==> config.mk <==
export PLATFORM = sky130hd
export DESIGN_NAME = contador_ctrl
export DESIGN_NICKNAME = d
export VERILOG_FILES = /design/src/rtl/contador_ctrl.sv
export SDC_FILE = /design/constraint.sdc
export NUM_CORES = 1
export LEC_CHECK = 0
export CAP_MARGIN = 5
export CORE_UTILIZATION = 51
export CTS_CLUSTER_DIAMETER = 150
export DETAILED_ROUTE_END_ITERATION = 6
export PLACE_DENSITY = 0.83
export SLEW_MARGIN = 25
export SYNTH_ARGS = -nofsm -noshare
export SYNTH_HDL_FRONTEND = slang
export SYNTH_SLANG_ARGS = --single-unit
==> constraint.sdc <==
create_clock -name CLK -period 2.54 [get_ports CLK]
set_input_delay 0.635 -clock CLK [delete_from_list [all_inputs] [get_ports CLK]]
set_output_delay 0.635 -clock CLK [all_outputs]
set_load 0.05 [all_outputs]
==> src/rtl/contador_ctrl.sv <==
// contador_ctrl: command-driven sequencer and self-checker for the 4-bit mode counter.
// Accepts one command over valid/ready, drives ENB/MODO/D for the programmed number
// of enabled cycles, and compares the counter's Q/RCO against an internal model.
module contador_ctrl #(
   parameter int unsigned STEPS_W = 4
) (
   input  logic               CLK,
   input  logic               RESET_L,
   input  logic               CMD_VALID,
   output logic               CMD_READY,
   input  logic [1:0]         CMD_MODO,
   input  logic [3:0]         CMD_D,
   input  logic [STEPS_W-1:0] CMD_STEPS,
   output logic               ENB,
   output logic [1:0]         MODO,
   output logic [3:0]         D,
   input  logic [3:0]         Q,
   input  logic               RCO,
   output logic               DONE,
   output logic               ERR,
   output logic [7:0]         ERR_CNT,
   output logic [3:0]         Q_EXP
);

   localparam int unsigned Q_W   = 4;
   localparam int unsigned CNT_W = 8;
   localparam logic [CNT_W-1:0] CNT_MAX = '1;

   typedef enum logic [1:0] {
      ST_IDLE  = 2'd0,
      ST_RUN   = 2'd1,
      ST_CHECK = 2'd2
   } state_e;

   state_e             state_q, state_d;
   logic               ready_q, ready_d;
   logic               enb_q, enb_d;
   logic               done_q, done_d;
   logic [1:0]         modo_q, modo_d;
   logic [Q_W-1:0]     d_q, d_d;
   logic [STEPS_W-1:0] steps_q, steps_d;
   logic               first_q, first_d;
   logic               moved_q, moved_d;
   logic               err_q, err_d;
   logic [CNT_W-1:0]   err_cnt_q, err_cnt_d;
   logic [Q_W-1:0]     q_exp_q, q_exp_d;

   logic               accept_c;
   logic               exp_rco_c;
   logic               cmp_c;
   logic               rco_chk_c;
   logic               mismatch_c;

   // Reference model of one enabled counter edge
   function automatic logic [Q_W-1:0] model_next(input logic [1:0]     m,
                                                 input logic [Q_W-1:0] e,
                                                 input logic [Q_W-1:0] dv);
      logic [Q_W-1:0] r;
      case (m)
         2'b00:   r = e + Q_W'(1);
         2'b01:   r = e - Q_W'(1);
         2'b10:   r = e - Q_W'(3);
         default: r = dv;
      endcase
      return r;
   endfunction

   // State and datapath registers, synchronous active-low reset
   always_ff @(posedge CLK) begin
      if (!RESET_L) begin
         state_q   <= ST_IDLE;
         ready_q   <= 1'b1;
         enb_q     <= 1'b0;
         done_q    <= 1'b0;
         modo_q    <= 2'b00;
         d_q       <= '0;
         steps_q   <= '0;
         first_q   <= 1'b0;
         moved_q   <= 1'b0;
         err_q     <= 1'b0;
         err_cnt_q <= '0;
         q_exp_q   <= '0;
      end else begin
         state_q   <= state_d;
         ready_q   <= ready_d;
         enb_q     <= enb_d;
         done_q    <= done_d;
         modo_q    <= modo_d;
         d_q       <= d_d;
         steps_q   <= steps_d;
         first_q   <= first_d;
         moved_q   <= moved_d;
         err_q     <= err_d;
         err_cnt_q <= err_cnt_d;
         q_exp_q   <= q_exp_d;
      end
   end

   // Next-state, model update, compare and registered-output decode
   always_comb begin
      state_d   = state_q;
      modo_d    = modo_q;
      d_d       = d_q;
      steps_d   = steps_q;
      first_d   = first_q;
      moved_d   = moved_q;
      err_d     = err_q;
      err_cnt_d = err_cnt_q;
      q_exp_d   = q_exp_q;

      accept_c  = CMD_VALID && ready_q;
      exp_rco_c = (modo_q == 2'b00) || (modo_q == 2'b11);
      // First RUN cycle has seen no enabled edge yet, so nothing to compare
      cmp_c      = ((state_q == ST_RUN) && !first_q) || (state_q == ST_CHECK);
      // RCO only meaningful once the counter has been clocked with ENB high
      rco_chk_c  = (state_q == ST_RUN) || moved_q;
      mismatch_c = cmp_c && ((Q != q_exp_q) || (rco_chk_c && (RCO != exp_rco_c)));

      case (state_q)
         ST_IDLE: begin
            if (accept_c) begin
               modo_d  = CMD_MODO;
               d_d     = CMD_D;
               steps_d = CMD_STEPS;
               first_d = 1'b1;
               moved_d = (CMD_STEPS != '0);
               err_d   = 1'b0;
               q_exp_d = Q;
               state_d = (CMD_STEPS == '0) ? ST_CHECK : ST_RUN;
            end
         end
         ST_RUN: begin
            q_exp_d = model_next(modo_q, q_exp_q, d_q);
            first_d = 1'b0;
            steps_d = steps_q - STEPS_W'(1);
            if (steps_q == STEPS_W'(1)) begin
               state_d = ST_CHECK;
            end
         end
         ST_CHECK: begin
            state_d = ST_IDLE;
         end
         default: begin
            state_d = ST_IDLE;
         end
      endcase

      if (mismatch_c) begin
         err_d = 1'b1;
         if (err_cnt_q != CNT_MAX) begin
            err_cnt_d = err_cnt_q + CNT_W'(1);
         end
      end

      ready_d = (state_d == ST_IDLE);
      enb_d   = (state_d == ST_RUN);
      done_d  = (state_d == ST_CHECK);
   end

   assign CMD_READY = ready_q;
   assign ENB       = enb_q;
   assign MODO      = modo_q;
   assign D         = d_q;
   assign DONE      = done_q;
   // Includes the live compare so the verdict is already final while DONE is high
   assign ERR       = err_q | mismatch_c;
   assign ERR_CNT   = err_cnt_q;
   assign Q_EXP     = q_exp_q;

endmodule

==> out/metrics.yaml <==
run_status:
  status: "complete, no violations"
sta:
  grt_setup_unrepaired: "no"
  drv_slew: 0
  finalHoldViolations: 0
  worst_slew_pin_slew_ps: 693
  timing.final.crit_period_ps: 2480
  whs_ps: 467
  clock_skew_ps: 11.2
  post-route-period-util_pct: 97.4
  relSlewSlack_pct: 53.7
  fmax_mhz: 404
  finalSetupViolCount: 0
logic_synthesis:
  synth_top_family_by_area: "simple AND/OR/NAND/NOR gates"
  ys_top_cells_by_count: "dfxtp_1, nand2_1, a21oi_1"
  synth-seq-cells: 30
  syn_area_um2: 1510
  synth_cell_types: 36
  synth.area.top_cells: "dfxtp_1, nand2_1, a21oi_1"
  synthSimpleGateAreaFrac_pct: 23.6
  synth_xor_area_share_pct: 5.22
  yosys.area_share.adder_pct: 7.12
  syn_inst: 187
  yosys_warnings: 0
  synth_edf_count: 0
  synthArstFlopShare_pct: 0
  yosys.area.top_type_share_pct: 39.7
  synth_compound_area_share_pct: 18.1
  synth-seq-area-share_pct: 39.7
  yosys.area.top_type: "dfxtp_1"
  synth.most_common_cell: "dfxtp_1"
  synthMuxAreaShare_pct: 0.662
  syn_avg_cell_area_um2: 8.08
  synth_flop_cell: "dfxtp_1"
  synth_nets: 213
clock_network:
  clock_path_buffers: 2
  htree_levels: 2
  cts_tree: "done"
  cts.sinks: 30
  cts_root_buf: "clkbuf_4"
  insertion_delay_ps: 330
  clk_pin_slew_worst_paths_ps: 90
  cts_made_buffers: 5
grt:
  grt_pass1_vias: 1420
  gr-total-overflow: 0
  grt_pass1_wl_mm: 5.97
  grt_max_degree: 23
  gr-usage-all-layers_pct: 23.8
  antenna_found_initial: 0
routing:
  wl_per_cell_um: 12.9
  vias_per_cell: 5.55
  firstDrtPassIters: 4
  drc: 0
  vias: 1459
  drtIter0Drc: 20
  postRouteWirelength_mm: 3.40
  drt.antenna.violating_nets: 0
power_and_ir_drop:
  power.switching_uw: 526
  powerDensity_nw_per_um2: 683
  clkPwrFrac_pct: 20.2
  p_seq_share_pct: 41.6
  internal-power_uw: 863
  vdd_ir_drop_max_v: 0.000526
  power_frac_comb_pct: 38.1
  sw_frac_of_total_pct: 37.9
  p_leak_uw: 0.000828
finish:
  num_antenna_cells: 0
  final_nets: 259
  syn2layout_area_growth_pct: 34.5
  drive_gt1_share_pct: 8.62
  stdcell_count: 263
floorplan:
  die_h_um: 56.4
  rows: 19
  die_area_um2: 3190
  start_util_pct: 54.3
  design.core.area_um2: 2780
  io_pins: 40
  die_w_um: 56.4
critical_path:
  worstSetupEndpointType: "output port"
  crit_type: "input port to output port"
  timing.rr.start: "Q_EXP[1]$_SDFFE_PN0P_"
  worstPathRequired_ps: 1900
  cp.arrival_ps: 1840
  crit_path_start_kind: "input port"
  crit_path_start: "RCO"
  cp_max_fo: 2
place:
  routabilityCongestion: 0.799
  place_inst: 255
  dp_hpwl_mm: 2.56
  io_buffers: 39
worst_hold_path:
  hp-start: "first_q$_SDFFE_PN0P_"
  hold_class: "register to register"
job:
  maxCapViolCount: 0
## final timing paths
kind	cells after the start	end	slack, ps
max	6	ERR	60
min reg2reg	2	first_q$_SDFFE_PN0P_	470
min	2	first_q$_SDFFE_PN0P_	470
max reg2reg	9	ERR_CNT[2]$_SDFFE_PN0P_	680
## per-stage QoR
step           total power [uW]  utilization (%)  setup TNS, ps  instance area, um^2  worst slack, ps
2_1_floorplan               933                -              0                 1510             18.2
3_3_place_gp               1080             70.0           -151                 1950             -151
3_5_place_dp               1100             70.0           -173                 1950             -173
4_1_cts                    1390             72.3              0                 2010             33.4
5_1_grt                    1470             73.1              0                 2030             11.4
6_report                   1390             73.1              0                 2030             64.9
## metal layers
layer	global-route usage, %	part of all wire, %	vias to the layer above
li1	-	-	728
met1	27.3	43	682
met2	41.0	51	43
met3	7.37	5.2	6
met4	9.41	1.3	0
met5	0	0	-
## final cells by class
type                    count  area (um^2)
inverters                  12         45.0
clock buffers               6         51.3
fillers                   227          748
repair buffers             47          450
well taps                  31         38.8
multi-input cells         137          846
flip-flops and latches     30          602
## timing repair
item	in CTS	in global routing
resized for setup	6	2
setup endpoints to repair	1	1
buffers inserted	1	1
pin swaps	2	2
hold buffers	0	0
## placed cells by master, fill, tap and decap left out, drive strengths merged, types with 2 or more instances in the layout
cell,instances
clkbuf,6
nor2,17
inv,12
nand4,3
dlygate4sd2,3
a22oi,2
ha,7
a21o,5
nand2b,5
a211oi,3
buf,9
o21ai,4
clkdlybuf4s50,34
xnor2,2
xor2,7
nand2,28
a21oi,21
nor3,3
a311oi,3
nand3,10
nor2b,2
and3,3
dfxtp,30
## critical path, cell delays in order
cell	delay (ps)
clkdlybuf4s50_1	490
xor2_1	140
o21ai_1	100
a22o_1	230
nand2b_1	90
buf_6	160
## flip-flops by register name, summed over array words and instances, names as in the netlist
name / cells
ERR_CNT: 8
D: 4
Q_EXP: 4
steps_q: 4
MODO: 2
state_q: 2
CMD_READY: 1
DONE: 1
ENB: 1
err_q: 1
first_q: 1
moved_q: 1
## kinds of logic (layout without fill, tap and decap cells)
family	count (synthesis)	after routing
AOI/OAI and AO/OA	43	43
xor gates and xnor gates	9	9
adders and majority gates	8	8
buffers and inverters	20	65
DFF	30	30
muxes	1	1
and+or+nand+nor	76	76
## power by group through the flow
stage / sequential [uW] / combinational (uW) / clock, uW
after floorplan: 685 / 248 / 0
after global placement: 584 / 499 / 0
after detailed placement: 588 / 515 / 0
after CTS: 577 / 524 / 287
after global routing: 587 / 577 / 305
final: 579 / 530 / 281
Power figures use the tool's default switching activity.
